[src/rtl/dither_seq_pkg.sv]
// rtl/dither_seq_pkg.sv - state codes and relock counter sizing for the relock sequencer
package dither_seq_pkg;

  localparam int STATE_W  = 3;
  localparam int RELOCK_W = 8;
  localparam logic [RELOCK_W-1:0] RELOCK_SAT = 8'd255;

  typedef enum logic [STATE_W-1:0] {
    IDLE   = 3'd0,
    SWEEP  = 3'd1,
    ENGAGE = 3'd2,
    LOCKED = 3'd3,
    FAULT  = 3'd4
  } state_t;

endpackage

[src/rtl/sweep_ramp_gen.sv]
// rtl/sweep_ramp_gen.sv - prescaled, clamped triangle ramp for the lock-acquisition offset
module sweep_ramp_gen #(
  parameter int          N_B    = 16,
  parameter logic [15:0] N_TICK = 16'd100
) (
  input  logic                  clk,
  input  logic                  rst,
  input  logic                  hold,
  input  logic                  restart,
  input  logic                  load_min,
  input  logic signed [N_B-1:0] sweep_min,
  input  logic signed [N_B-1:0] sweep_max,
  input  logic        [N_B-1:0] sweep_step,
  output logic signed [N_B-1:0] sweep_out
);

  // Two guard bits so a full-scale step from a full-scale value cannot wrap.
  localparam int W = N_B + 2;

  logic        [15:0]  presc_q, presc_d;
  logic                dir_up_q, dir_up_d;
  logic signed [N_B-1:0] out_q, out_d;
  logic signed [W-1:0] cur_x, step_x, min_x, max_x, up_x, dn_x;

  always_comb begin
    presc_d  = presc_q;
    dir_up_d = dir_up_q;
    out_d    = out_q;
    cur_x    = {{2{out_q[N_B-1]}}, out_q};
    step_x   = {2'b00, sweep_step};
    min_x    = {{2{sweep_min[N_B-1]}}, sweep_min};
    max_x    = {{2{sweep_max[N_B-1]}}, sweep_max};
    up_x     = cur_x + step_x;
    dn_x     = cur_x - step_x;
    if (load_min) begin
      out_d    = sweep_min;
      dir_up_d = 1'b1;
      presc_d  = '0;
    end else if (restart) begin
      presc_d = '0;
    end else if (!hold) begin
      if (presc_q == N_TICK - 16'd1) presc_d = '0;
      else                           presc_d = presc_q + 16'd1;
      if (sweep_min >= sweep_max) begin
        out_d = sweep_min;
      end else if (presc_q == N_TICK - 16'd1) begin
        if (dir_up_q) begin
          if (up_x >= max_x) begin
            out_d    = sweep_max;
            dir_up_d = 1'b0;
          end else begin
            out_d = up_x[N_B-1:0];
          end
        end else begin
          if (dn_x <= min_x) begin
            out_d    = sweep_min;
            dir_up_d = 1'b1;
          end else begin
            out_d = dn_x[N_B-1:0];
          end
        end
      end
    end
  end

  always_ff @(posedge clk or posedge rst) begin
    if (rst) begin
      presc_q  <= '0;
      dir_up_q <= 1'b1;
      out_q    <= '0;
    end else begin
      presc_q  <= presc_d;
      dir_up_q <= dir_up_d;
      out_q    <= out_d;
    end
  end

  assign sweep_out = out_q;

endmodule

[src/rtl/dither_relock_sequencer.sv]
// rtl/dither_relock_sequencer.sv - sweep/engage/lock/relock FSM for the dither-lock servo
// Optional error-magnitude gate on engage and settling: RELOCK_ERRGATE_EN.
module dither_relock_sequencer
  import dither_seq_pkg::*;
#(
  parameter int          N_B        = 16,
  parameter logic [15:0] N_TICK     = 16'd100,
  parameter logic [23:0] N_SETTLE   = 24'd2_000_000,
  parameter logic [15:0] N_LOSS     = 16'd1000,
  parameter logic [7:0]  MAX_RELOCK = 8'd16
) (
  input  logic                   clk,
  input  logic                   rst,
  input  logic                   enable,
  input  logic signed [N_B-1:0]  sig_in,
  input  logic signed [N_B-1:0]  demod,
  input  logic signed [N_B-1:0]  lock_thresh,
  input  logic        [N_B-1:0]  err_thresh,
  input  logic signed [N_B-1:0]  sweep_min,
  input  logic signed [N_B-1:0]  sweep_max,
  input  logic        [N_B-1:0]  sweep_step,
  input  logic                   DITHon,
  output logic                   PID_on,
  output logic signed [N_B-1:0]  sweep_out,
  output logic [STATE_W-1:0]     state,
  output logic                   locked,
  output logic [RELOCK_W-1:0]    relock_count
);

  state_t                state_q, state_d;
  logic [23:0]           settle_q, settle_d;
  logic [15:0]           loss_q, loss_d;
  logic [RELOCK_W-1:0]   relock_q, relock_d;
  logic                  pid_on_q, pid_on_d;
  logic                  locked_q, locked_d;
  logic                  above, gate_ok, advance;

  assign above = (sig_in >= lock_thresh);

`ifdef RELOCK_ERRGATE_EN
  // Magnitude in N_B+1 bits so the most negative code maps to +2^(N_B-1).
  logic [N_B:0] demod_abs;
  assign demod_abs = demod[N_B-1] ? (~{demod[N_B-1], demod} + 1'b1) : {1'b0, demod};
  assign gate_ok   = (demod_abs <= {1'b0, err_thresh});
`else
  logic unused_gate;
  assign unused_gate = &{1'b0, demod, err_thresh};
  assign gate_ok     = 1'b1;
`endif

  always_comb begin
    state_d  = state_q;
    settle_d = (state_q == ENGAGE) ? settle_q : '0;
    loss_d   = (state_q == LOCKED) ? loss_q : '0;
    relock_d = relock_q;
    advance  = 1'b0;
    if (!enable) begin
      state_d  = IDLE;
      relock_d = '0;
    end else begin
      case (state_q)
        IDLE: begin
          state_d  = SWEEP;
          relock_d = '0;
        end
        SWEEP: begin
          if (above && gate_ok) state_d = ENGAGE;
          else                  advance = 1'b1;
        end
        ENGAGE: begin
          if (!above) begin
            state_d  = SWEEP;
            settle_d = '0;
          end else if (!DITHon || !gate_ok) begin
            settle_d = '0;
          end else if (settle_q == N_SETTLE - 24'd1) begin
            state_d  = LOCKED;
            settle_d = '0;
          end else begin
            settle_d = settle_q + 24'd1;
          end
        end
        LOCKED: begin
          if (above) begin
            loss_d = '0;
          end else if (loss_q == N_LOSS - 16'd1) begin
            loss_d   = '0;
            relock_d = (relock_q == RELOCK_SAT) ? relock_q : relock_q + 8'd1;
            state_d  = (relock_d == MAX_RELOCK) ? FAULT : SWEEP;
          end else begin
            loss_d = loss_q + 16'd1;
          end
        end
        FAULT:   state_d = FAULT;
        default: state_d = IDLE;
      endcase
    end
    pid_on_d = (state_d == ENGAGE) || (state_d == LOCKED);
    locked_d = (state_d == LOCKED);
  end

  always_ff @(posedge clk or posedge rst) begin
    if (rst) begin
      state_q  <= IDLE;
      settle_q <= '0;
      loss_q   <= '0;
      relock_q <= '0;
      pid_on_q <= 1'b0;
      locked_q <= 1'b0;
    end else begin
      state_q  <= state_d;
      settle_q <= settle_d;
      loss_q   <= loss_d;
      relock_q <= relock_d;
      pid_on_q <= pid_on_d;
      locked_q <= locked_d;
    end
  end

  // The ramp only moves on cycles that stay in SWEEP; any exit freezes it.
  sweep_ramp_gen #(
    .N_B    (N_B),
    .N_TICK (N_TICK)
  ) u_ramp (
    .clk        (clk),
    .rst        (rst),
    .hold       (!advance),
    .restart    (state_q != SWEEP),
    .load_min   ((state_q == IDLE) || (state_d == IDLE)),
    .sweep_min  (sweep_min),
    .sweep_max  (sweep_max),
    .sweep_step (sweep_step),
    .sweep_out  (sweep_out)
  );

  assign state        = state_q;
  assign PID_on       = pid_on_q;
  assign locked       = locked_q;
  assign relock_count = relock_q;

endmodule
[config.mk]
export PLATFORM = sky130hd
export DESIGN_NAME = dither_relock_sequencer
export DESIGN_NICKNAME = d
export VERILOG_FILES = /design/src/rtl/dither_seq_pkg.sv /design/src/rtl/sweep_ramp_gen.sv /design/src/rtl/dither_relock_sequencer.sv
export SDC_FILE = /design/constraint.sdc
export NUM_CORES = 1
export LEC_CHECK = 0
export CAP_MARGIN = 0
export CORE_MARGIN = 10
export CORE_UTILIZATION = 50
export DETAILED_ROUTE_END_ITERATION = 10
export GPL_ROUTABILITY_DRIVEN = 0
export PLACE_DENSITY = 0.88
export SYNTH_ARGS = -nofsm -noshare
export SYNTH_HDL_FRONTEND = slang
export SYNTH_HIERARCHICAL = 1
export SYNTH_SLANG_ARGS = --single-unit
export TNS_END_PERCENT = 100
[constraint.sdc]
create_clock -name clk -period 5 [get_ports clk]
set_clock_uncertainty 0.2 [all_clocks]
set_input_delay 0.75 -clock clk [delete_from_list [all_inputs] [get_ports clk]]
set_output_delay 0.75 -clock clk [all_outputs]
set_load 0.02 [all_outputs]
# Word-level counts from Yosys, hierarchy flattened
# Cells that the tools add are included.
[classes]
n_addsub = 6
magnitude_cmp = 4
n_eq_ne = 17
mux = 48
reduce_logical = 11
[op_table]
columns = ["op", "count"]
rows = [
  ["$mux 16", 17],
  ["$mux 24", 6],
  ["$add 16x1->16 const B", 2],
  ["$ge 16x16->1", 2],
  ["$mux 8", 4],
  ["$add 24x1->24 const B", 1],
  ["$eq 24x21->1 const B", 1],
  ["$mux 3", 8],
  ["$add 16x17->18", 1],
  ["$ge 18x16->1", 1],
  ["$le 18x16->1", 1],
  ["$sub 16x17->18", 1],
  ["$eq 16x10->1 const B", 1],
  ["$eq 16x7->1 const B", 1],
  ["$pmux 8 s2", 1],
  ["$pmux 3 s5", 1],
  ["$eq 3x2->1 const B", 4],
  ["$mux 1", 11],
  ["$add 8x1->8 const B", 1],
  ["$eq 8x5->1 const B", 1],
  ["$eq 8x8->1 const B", 1],
  ["$logic_not 3->1", 2],
  ["$ne 3x1->1 const B", 2],
  ["$reduce_and 3->1", 2],
  ["other kinds (10)", 13],
]
[totals]
ff_bits = 86
input_bits = 116
out_inout_bits = 29
word_cells = 95

# Logic depth before layout (Yosys ltp)
# Gate-level depths: netlist (run 1).
[depth]
ltp_word = 12
ltp_mapped = 23
mapped_depth_nobuf = 21

# By module
# The synthesis (run 1) kept the hierarchy.
[modules_own_cells]
columns = ["module", "n_inst", "cells_each", "area_each_um2", "seq_area_each_um2"]
rows = [
  ["sweep_ramp_gen", 1, 608, 4682.0, 827.0],
  ["dither_relock_sequencer", 1, 439, 3633.5, 1326.3],
]

# Worst setup path after synthesis (run 1)
# Ideal clock, no wire load.
[synth_timing]
path_kind = "in2reg"
start = "in sweep_step[0]"
end = "reg u_ramp.out_q[13], in the netlist u_ramp/sweep_out[13]"
setup_time_ns = 0.125
arrival_time_ns = 4.715
required_time_ns = 4.675
path_slack_ns = -0.040
cell_stages = 21
n_path_buf = 2
path_cell_list = "ha_1 -> inv_1 -> fa_1 -> a211oi_1 -> o21a_1 -> o311ai_0 -> a31o_2 -> a21oi_1 -> o21ai_0 -> a21oi_1 -> xnor2_1 -> ha_1 -> nand4_1 -> or4_1 -> o21ai_0 -> o21ai_0 -> or4_1 -> buf_2 -> buf_6 -> o22ai_1 -> o21ai_1"
[synth_via]
elab_chain_cells = 9
word_cells_on_any_way = 12
cone_classes = "add/sub (2); order compare (2); mux (8)"
[synth_rtl]
columns = ["item", "line", "source"]
rows = [
  ["start: declaration", "dither_relock_sequencer.sv:21", "input logic [N_B-1:0] sweep_step,"],
  ["$sub 16x17->18 / $add 16x17->18 (equally long branches)", "sweep_ramp_gen.sv:34, sweep_ramp_gen.sv:33", ""],
  ["$le 18x16->1 / $ge 18x16->1 (equally long branches)", "sweep_ramp_gen.sv:55, sweep_ramp_gen.sv:48", ""],
  ["$mux 16 (on tied branches)", "sweep_ramp_gen.sv:55, sweep_ramp_gen.sv:48", ""],
  ["$mux 16 *", "sweep_ramp_gen.sv:47", "if (dir_up_q) begin"],
  ["$mux 16 *", "sweep_ramp_gen.sv:46", "end else if (presc_q == N_TICK - 16'd1) begin"],
  ["$mux 16 *", "sweep_ramp_gen.sv:44", "if (sweep_min >= sweep_max) begin"],
  ["$mux 16 *", "sweep_ramp_gen.sv:41", "end else if (!hold) begin"],
  ["$mux 16 *", "sweep_ramp_gen.sv:39", "end else if (restart) begin"],
  ["$mux 16 *", "sweep_ramp_gen.sv:35", "if (load_min) begin"],
  ["end signal: assignment", "sweep_ramp_gen.sv:74", "out_q <= out_d;"],
  ["end: declaration", "sweep_ramp_gen.sv:22", "logic signed [N_B-1:0] out_q, out_d;"],
]
# Every way passes the cells marked *; elsewhere a longest branch is shown, timed or not. The select of a mux whose other input is x is not followed.
# A chain may end at the register's enable or synchronous reset.

# Worst setup path after layout (run 1)
[layout_timing]
start = "in sweep_step[2]"
end = "reg u_ramp.out_q[8], in the netlist u_ramp/sweep_out[8]"
# Same word-level chain as after synthesis.

==> run summary, run 1 <==
Register area share after synthesis - 25.9%
Warnings, synthesis - 6
Max_cap viols - 0
Max Buffers Root-to-Sink - 2
Final hold vios - 0
CTS tree - built
Max-slew violations - 0
Worst endpoint required time - 5.02 ns
Synth async-reset ratio - 100%
# port buffers - 112
Flops & latches, synth - 86
Status - complete, no violations
Crit Path Category - in2reg
Final #Nets - 1454
Synth top area share - 25.6%
Drt via density - 6.11
Iteration-0 DRC Markers - 902
Fin crit period - 4.94 ns
Max stage delay on crit path - 0.48 ns
Hold Buf Count CTS - 0
Share of cells above drive strength 1 - 14.6%
CP max stage cell - o41a_1
Worst min path class - reg2reg
Worst Path Max Fanout - 12
Routed vias - 8896
Most used DFF post-synth - dfrtp_1
R2R cell count - 24
Reg area - 2150 µm²
Die Height - 149 µm
Post-synth EDFFs - 0
Fin util - 66.4%
Synthesized instance count - 1047
Core footprint - 16500 µm²
Setup-failing EPs final - 0
Max Freq - 202 MHz
Area contributors post-synth - dfrtp_1, ha_1, inv_1
Crit end category - flop
Worst Path Arrival - 4.96 ns
Grt total ovfl - 0
CTS H-tree depth - 3
Critical path depth - 21
Slew Limit Headroom - 25.6%
First-pass GRT wire length - 41.5 mm
Syn_nets - 1270
Hold Slack - 0.321 ns
Std cell rows - 47
Synth cell types - 74
Reg clk slew, reported paths - 0.07 ns
Antenna cells - 0
Num CTS Buffers - 9
Top-count cell post-synth - ha_1
Hold Path Stages - 1
Wire length per cell - 17.8 µm
Die Wd - 149 µm
Tot GR Track Use - 22.3%
Layout area overhead - 31.4%
Top cell by count, worst path - buf_4
Crit-path leading delay family - compound AO/OA/AOI/OAI gates
Post-place setup slack - -0.795 ns
Final setup margin - 0.0575 ns
TritonRoute pass-1 iters - 6
Largest net degree at the start of global routing - 54
Clock Sinks - 86
Worst-Skew Late Latency - 0.35 ns
Slew at the pin closest to its max-slew limit - 1.11 ns
Vias in the first global route - 8579
Root Driver - clkbuf_16
Crit start category - input port
LEAKAGE - 0.00486 µW
Initial Utilization - 50.5%
Area of the multi-input gates - 5900 µm²
Buf/Inv on CP - 8
DRT antenna net count - 0
Fraction of the cycle the final worst path needs - 98.9%
IO Pins - 145
Peak supply drop - 0.275 mV
Area leader, netlist - dfrtp_1
Die area - 22200 µm²
Initial antenna violation count - 0
Non-Filler Instances - 1456
# DRC - 0
Chain of cells forming the critical path - clkdlybuf4s50_1, inv_1, ha_4, buf_4, nand2b_1, a221oi_2, buf_4, buf_4, o21ai_0, o21ai_0, xnor2_1, ha_1, o2111ai_1, nor2_1, a21oi_1, buf_4, o41a_1, buf_4, clkbuf_16, a211oi_1, o31ai_1
Post-Syn Area - 8320 µm²
Pwr dens - 353 nW/µm²
Detailed-placement wirelength estimate - 19.1 mm
Avg Synthesized Cell Area - 7.94 µm²
Filler cell count - 1247
Final Power - 3860 µW
Placed cell count - 1421
Final wirelength - 25.9 mm
Post-synth top cells - ha_1, inv_1, nand2_1, dfrtp_1, nor2_1
-- final timing paths --
kind / start / end / slack [ns]
setup / recovery: sweep_step[2] / u_ramp/sweep_out[8] / 0.06
hold / removal: settle_q[17] / settle_q[17] / 0.32
setup reg to reg: u_ramp/sweep_out[0] / u_ramp/sweep_out[8] / 0.30
hold reg to reg: settle_q[17] / settle_q[17] / 0.32
max in group asynchronous: rst / loss_q[10] / 3.03
min in group asynchronous: rst / u_ramp/presc_q[0] / 0.70
-- placed cells by master, fill, tap and decap left out, drive strengths merged, types with 29 or more instances in the layout --
| cell | Yosys | final |
|---|---|---|
| ha | 105 | 105 |
| nand2 | 97 | 97 |
| o21ai | 56 | 56 |
| clkdlybuf4s50 | 0 | 108 |
| xnor2 | 29 | 29 |
| a31oi | 31 | 31 |
| nor2 | 85 | 85 |
| nand3 | 43 | 43 |
| buf | 6 | 101 |
| inv | 97 | 99 |
| a21oi | 60 | 60 |
| dfrtp | 85 | 85 |
| nor3 | 29 | 29 |
-- metal layers --
metal / wire (µm) / GRT usage, % / part of all wire [%] / vias up
met5: 0 / 0 / 0 / -
met4: 854 / 7.70 / 3.3 / 0
met3: 1960 / 4.73 / 7.5 / 91
met2: 12900 / 38.9 / 50 / 428
met1: 10200 / 26.5 / 39 / 4209
li1: - / - / - / 4168
-- per-stage QoR --
stage | setup TNS, ns | cell area (µm²)
3_5_place_dp | -12.54 | 10200
5_1_grt | -0.473 | 10900
4_1_cts | 0 | 10700
3_3_place_gp | -10.02 | 10200
2_1_floorplan | 0 | 8330
6_report | 0 | 10900
-- sequential cells by signal, indices dropped and copies added, names as in the netlist --
| name | count |
|---|---|
| PID_on | 1 |
| locked | 1 |
| loss_q | 16 |
| relock_count | 8 |
| settle_q | 24 |
| state | 3 |
| u_ramp/dir_up_q | 1 |
| u_ramp/presc_q | 16 |
| u_ramp/sweep_out | 16 |
-- layout make-up --
type	count	share of cell area, %
clock buffer	10	2.19
clock inverter	6	0.607
inverter	98	3.37
multi-input combinational	822	53.9
sequential	86	19.7
tap	220	2.52
timing repair buffer	214	17.7
-- cells by family after synthesis --
group	synth area share (%)
AND/OR/NAND/NOR	23.4
AO/OA/AOI/OAI	21.7
buffers and inverters	6.52
adder cells (fa/ha/maj)	16.3
flip-flops	25.9
XOR/XNOR	4.84
multiplexers	1.34
-- report_power, final --
part | internal (µW) | leakage, µW | switching (µW)
clock | 403 | 0.000153 | 287
combinational | 1110 | 0.00354 | 1240
sequential | 740 | 0.00116 | 75.7
total | 2250 | 0.00486 | 1610
-- timing repair --
item	CTS	global route
pin swaps	19	16
setup endpoints to repair	17	16
cloned	0	1
buffers inserted	13	5
gates resized for setup	38	28
(Power assumes the default switching activity.)
==> inputs of run 2 (changes only) <==
--- a/constraint.sdc
+++ b/constraint.sdc
@@ -4,2 +4,2 @@
 set_output_delay 0.75 -clock clk [all_outputs]
-set_load 0.02 [all_outputs]
+set_load 0.1 [all_outputs]
==> run summary, run 2 (synthesis results as in run 1) <==
Die area - 22200 µm²
Routed vias - 9168
Final setup margin - -0.108 ns
First-pass GRT wire length - 41.4 mm
CTS tree - built
Reg clk slew, reported paths - 0.06 ns
Worst Path Arrival - 5.14 ns
Crit start category - input port
Hold Slack - 0.317 ns
Worst setup path startpoint - sweep_step[11]
Fin crit period - 5.11 ns
Die Height - 149 µm
Slew at the pin closest to its max-slew limit - 1.11 ns
Slew Limit Headroom - 25.8%
Peak supply drop - 0.298 mV
Comb pwr share - 65.0%
Most flop-heavy register - settle_q
Grt total ovfl - 0
Filler cell count - 1212
Drt via density - 6.28
Worst Path Max Fanout - 5
Root Driver - clkbuf_16
Setup-failing EPs final - 14
DRT antenna net count - 0
Final wirelength - 27.6 mm
Non-Filler Instances - 1461
Most frequent cells in the layout - clkdlybuf4s50_1, buf_4, nand2_1
Std cell rows - 47
Commonest non-fill, non-tap cell in the layout - clkdlybuf4s50_1
Detailed-placement wirelength estimate - 18.9 mm
TritonRoute pass-1 iters - 5
Iteration-0 DRC Markers - 950
Switching Share - 45.9%
LEAKAGE - 0.00488 µW
Tot GR Track Use - 22.3%
CTS H-tree depth - 3
Pwr dens - 380 nW/µm²
Core footprint - 16500 µm²
Worst-Skew Late Latency - 0.35 ns
Violated checks - setup timing
Hold Buf Count CTS - 0
Int Power - 2270 µW
Status - finished, violations left
Wire length per cell - 18.9 µm
Initial antenna violation count - 0
IO Pins - 145
# port buffers - 112
Final hold vios - 0
Worst endpoint required time - 5.03 ns
Die Wd - 149 µm
Share of cells above drive strength 1 - 16.4%
Net Switching - 1920 µW
Crit end category - flop
Placed cell count - 1420
R2R Path Start - u_ramp/sweep_out[0]
Crit Path Category - in2reg
Hold path start - settle_q[18]
Max Freq - 196 MHz
# DRC - 0
Num CTS Buffers - 9
Max Buffers Root-to-Sink - 2
Final #Nets - 1460
Max_cap viols - 0
Max-slew violations - 0
Fraction of the cycle the final worst path needs - 102%
Seq pwr share - 19.6%
Vias in the first global route - 8615
Initial Utilization - 50.5%
Clock power share - 15.4%
Layout area overhead - 32.7%
Max reg flops - 24
Clock Sinks - 86
Worst min path class - reg2reg
Antenna cells - 0
Largest net degree at the start of global routing - 54
R2R setup slack - 0 ns
run 2: changes by cell type in the layout (fill, tap and decap cells not counted), moves of 4 or more:
| cell | before | now |
|---|---|---|
| a211oi_2 | 11 | 5 |
| ha_4 | 4 | 8 |
| dfrtp_1 | 85 | 79 |
| dfrtp_2 | 0 | 6 |
| buf_4 | 96 | 100 |
| inv_2 | 2 | 8 |
| ha_1 | 100 | 95 |
| a211oi_1 | 7 | 12 |
| inv_1 | 95 | 89 |
run 2: power groups by stage:
stage	combinational [µW]	sequential, µW	clock (µW)
4_1_cts	2420	815	653
6_report	2730	823	644
3_5_place_dp	2240	824	0
5_1_grt	2900	829	685
2_1_floorplan	1160	1110	0
3_3_place_gp	2180	823	0
run 2: area by class of cell:
class / instances / area (µm²) / area share (%)
clock buffers: 11 / 253 / 2.29
repair buffers: 220 / 1990 / 18.0
multi-input cells: 822 / 5960 / 54.0
well taps: 220 / 275 / 2.50
clock inverters: 4 / 30.0 / 0.272
flip-flops and latches: 86 / 2160 / 19.6
inverters: 98 / 368 / 3.33
run 2: critical path: stages:
cell             delay [ns]
clkdlybuf4s50_1        0.52
inv_1                  0.07
ha_1                   0.24
buf_4                  0.15
nor3_1                 0.25
nor2_1                 0.12
a31o_2                 0.25
a21oi_2                0.16
o21ai_1                0.14
a21oi_1                0.22
xnor2_1                0.12
ha_1                   0.31
nand4_1                0.15
or4_4                  0.45
o21ai_2                0.16
o21ai_2                0.10
buf_6                  0.13
a211oi_4               0.28
buf_4                  0.22
o22ai_1                0.08
o31ai_1                0.26
run 2: timing repair:
item                       4_1_cts  5_1_grt
setup buffers                   17        9
resized for setup               52       40
pin swaps                       33       31
gates cloned                     0        2
setup endpoints to repair       17       17
run 2: worst paths after layout:
kind                            cells after the start                   to
worst min register to register                      1         settle_q[18]
worst max-delay path                               21  u_ramp/sweep_out[6]
max in group asynchronous                           2            loss_q[1]
worst min-delay path                                1         settle_q[18]
min in group asynchronous                           3    u_ramp/presc_q[0]
worst max register to register                     22  u_ramp/sweep_out[6]
run 2: per-layer routing:
layer	vias up	GRT usage [%]	part of all wire [%]	routed length, µm
met5	-	0	0	0
met4	0	6.82	3.5	964
met3	94	4.37	8.1	2240
met2	518	39.3	49	13600
met1	4368	26.7	39	10800
li1	4188	-	-	-
run 2: per-stage QoR:
stage                     area, µm²  setup TNS [ns]  util, %  power [µW]  setup WS, ns
after floorplan                8340               0        -        2270       0.00755
after global placement        10200          -10.38     61.9        3000        -0.668
after detailed placement      10200          -12.60     61.9        3060        -0.796
after CTS                     10800               0     65.4        3890        0.0316
after global routing          11000           -1.79     67.0        4410        -0.161
final                         11000          -0.501     67.0        4190        -0.108
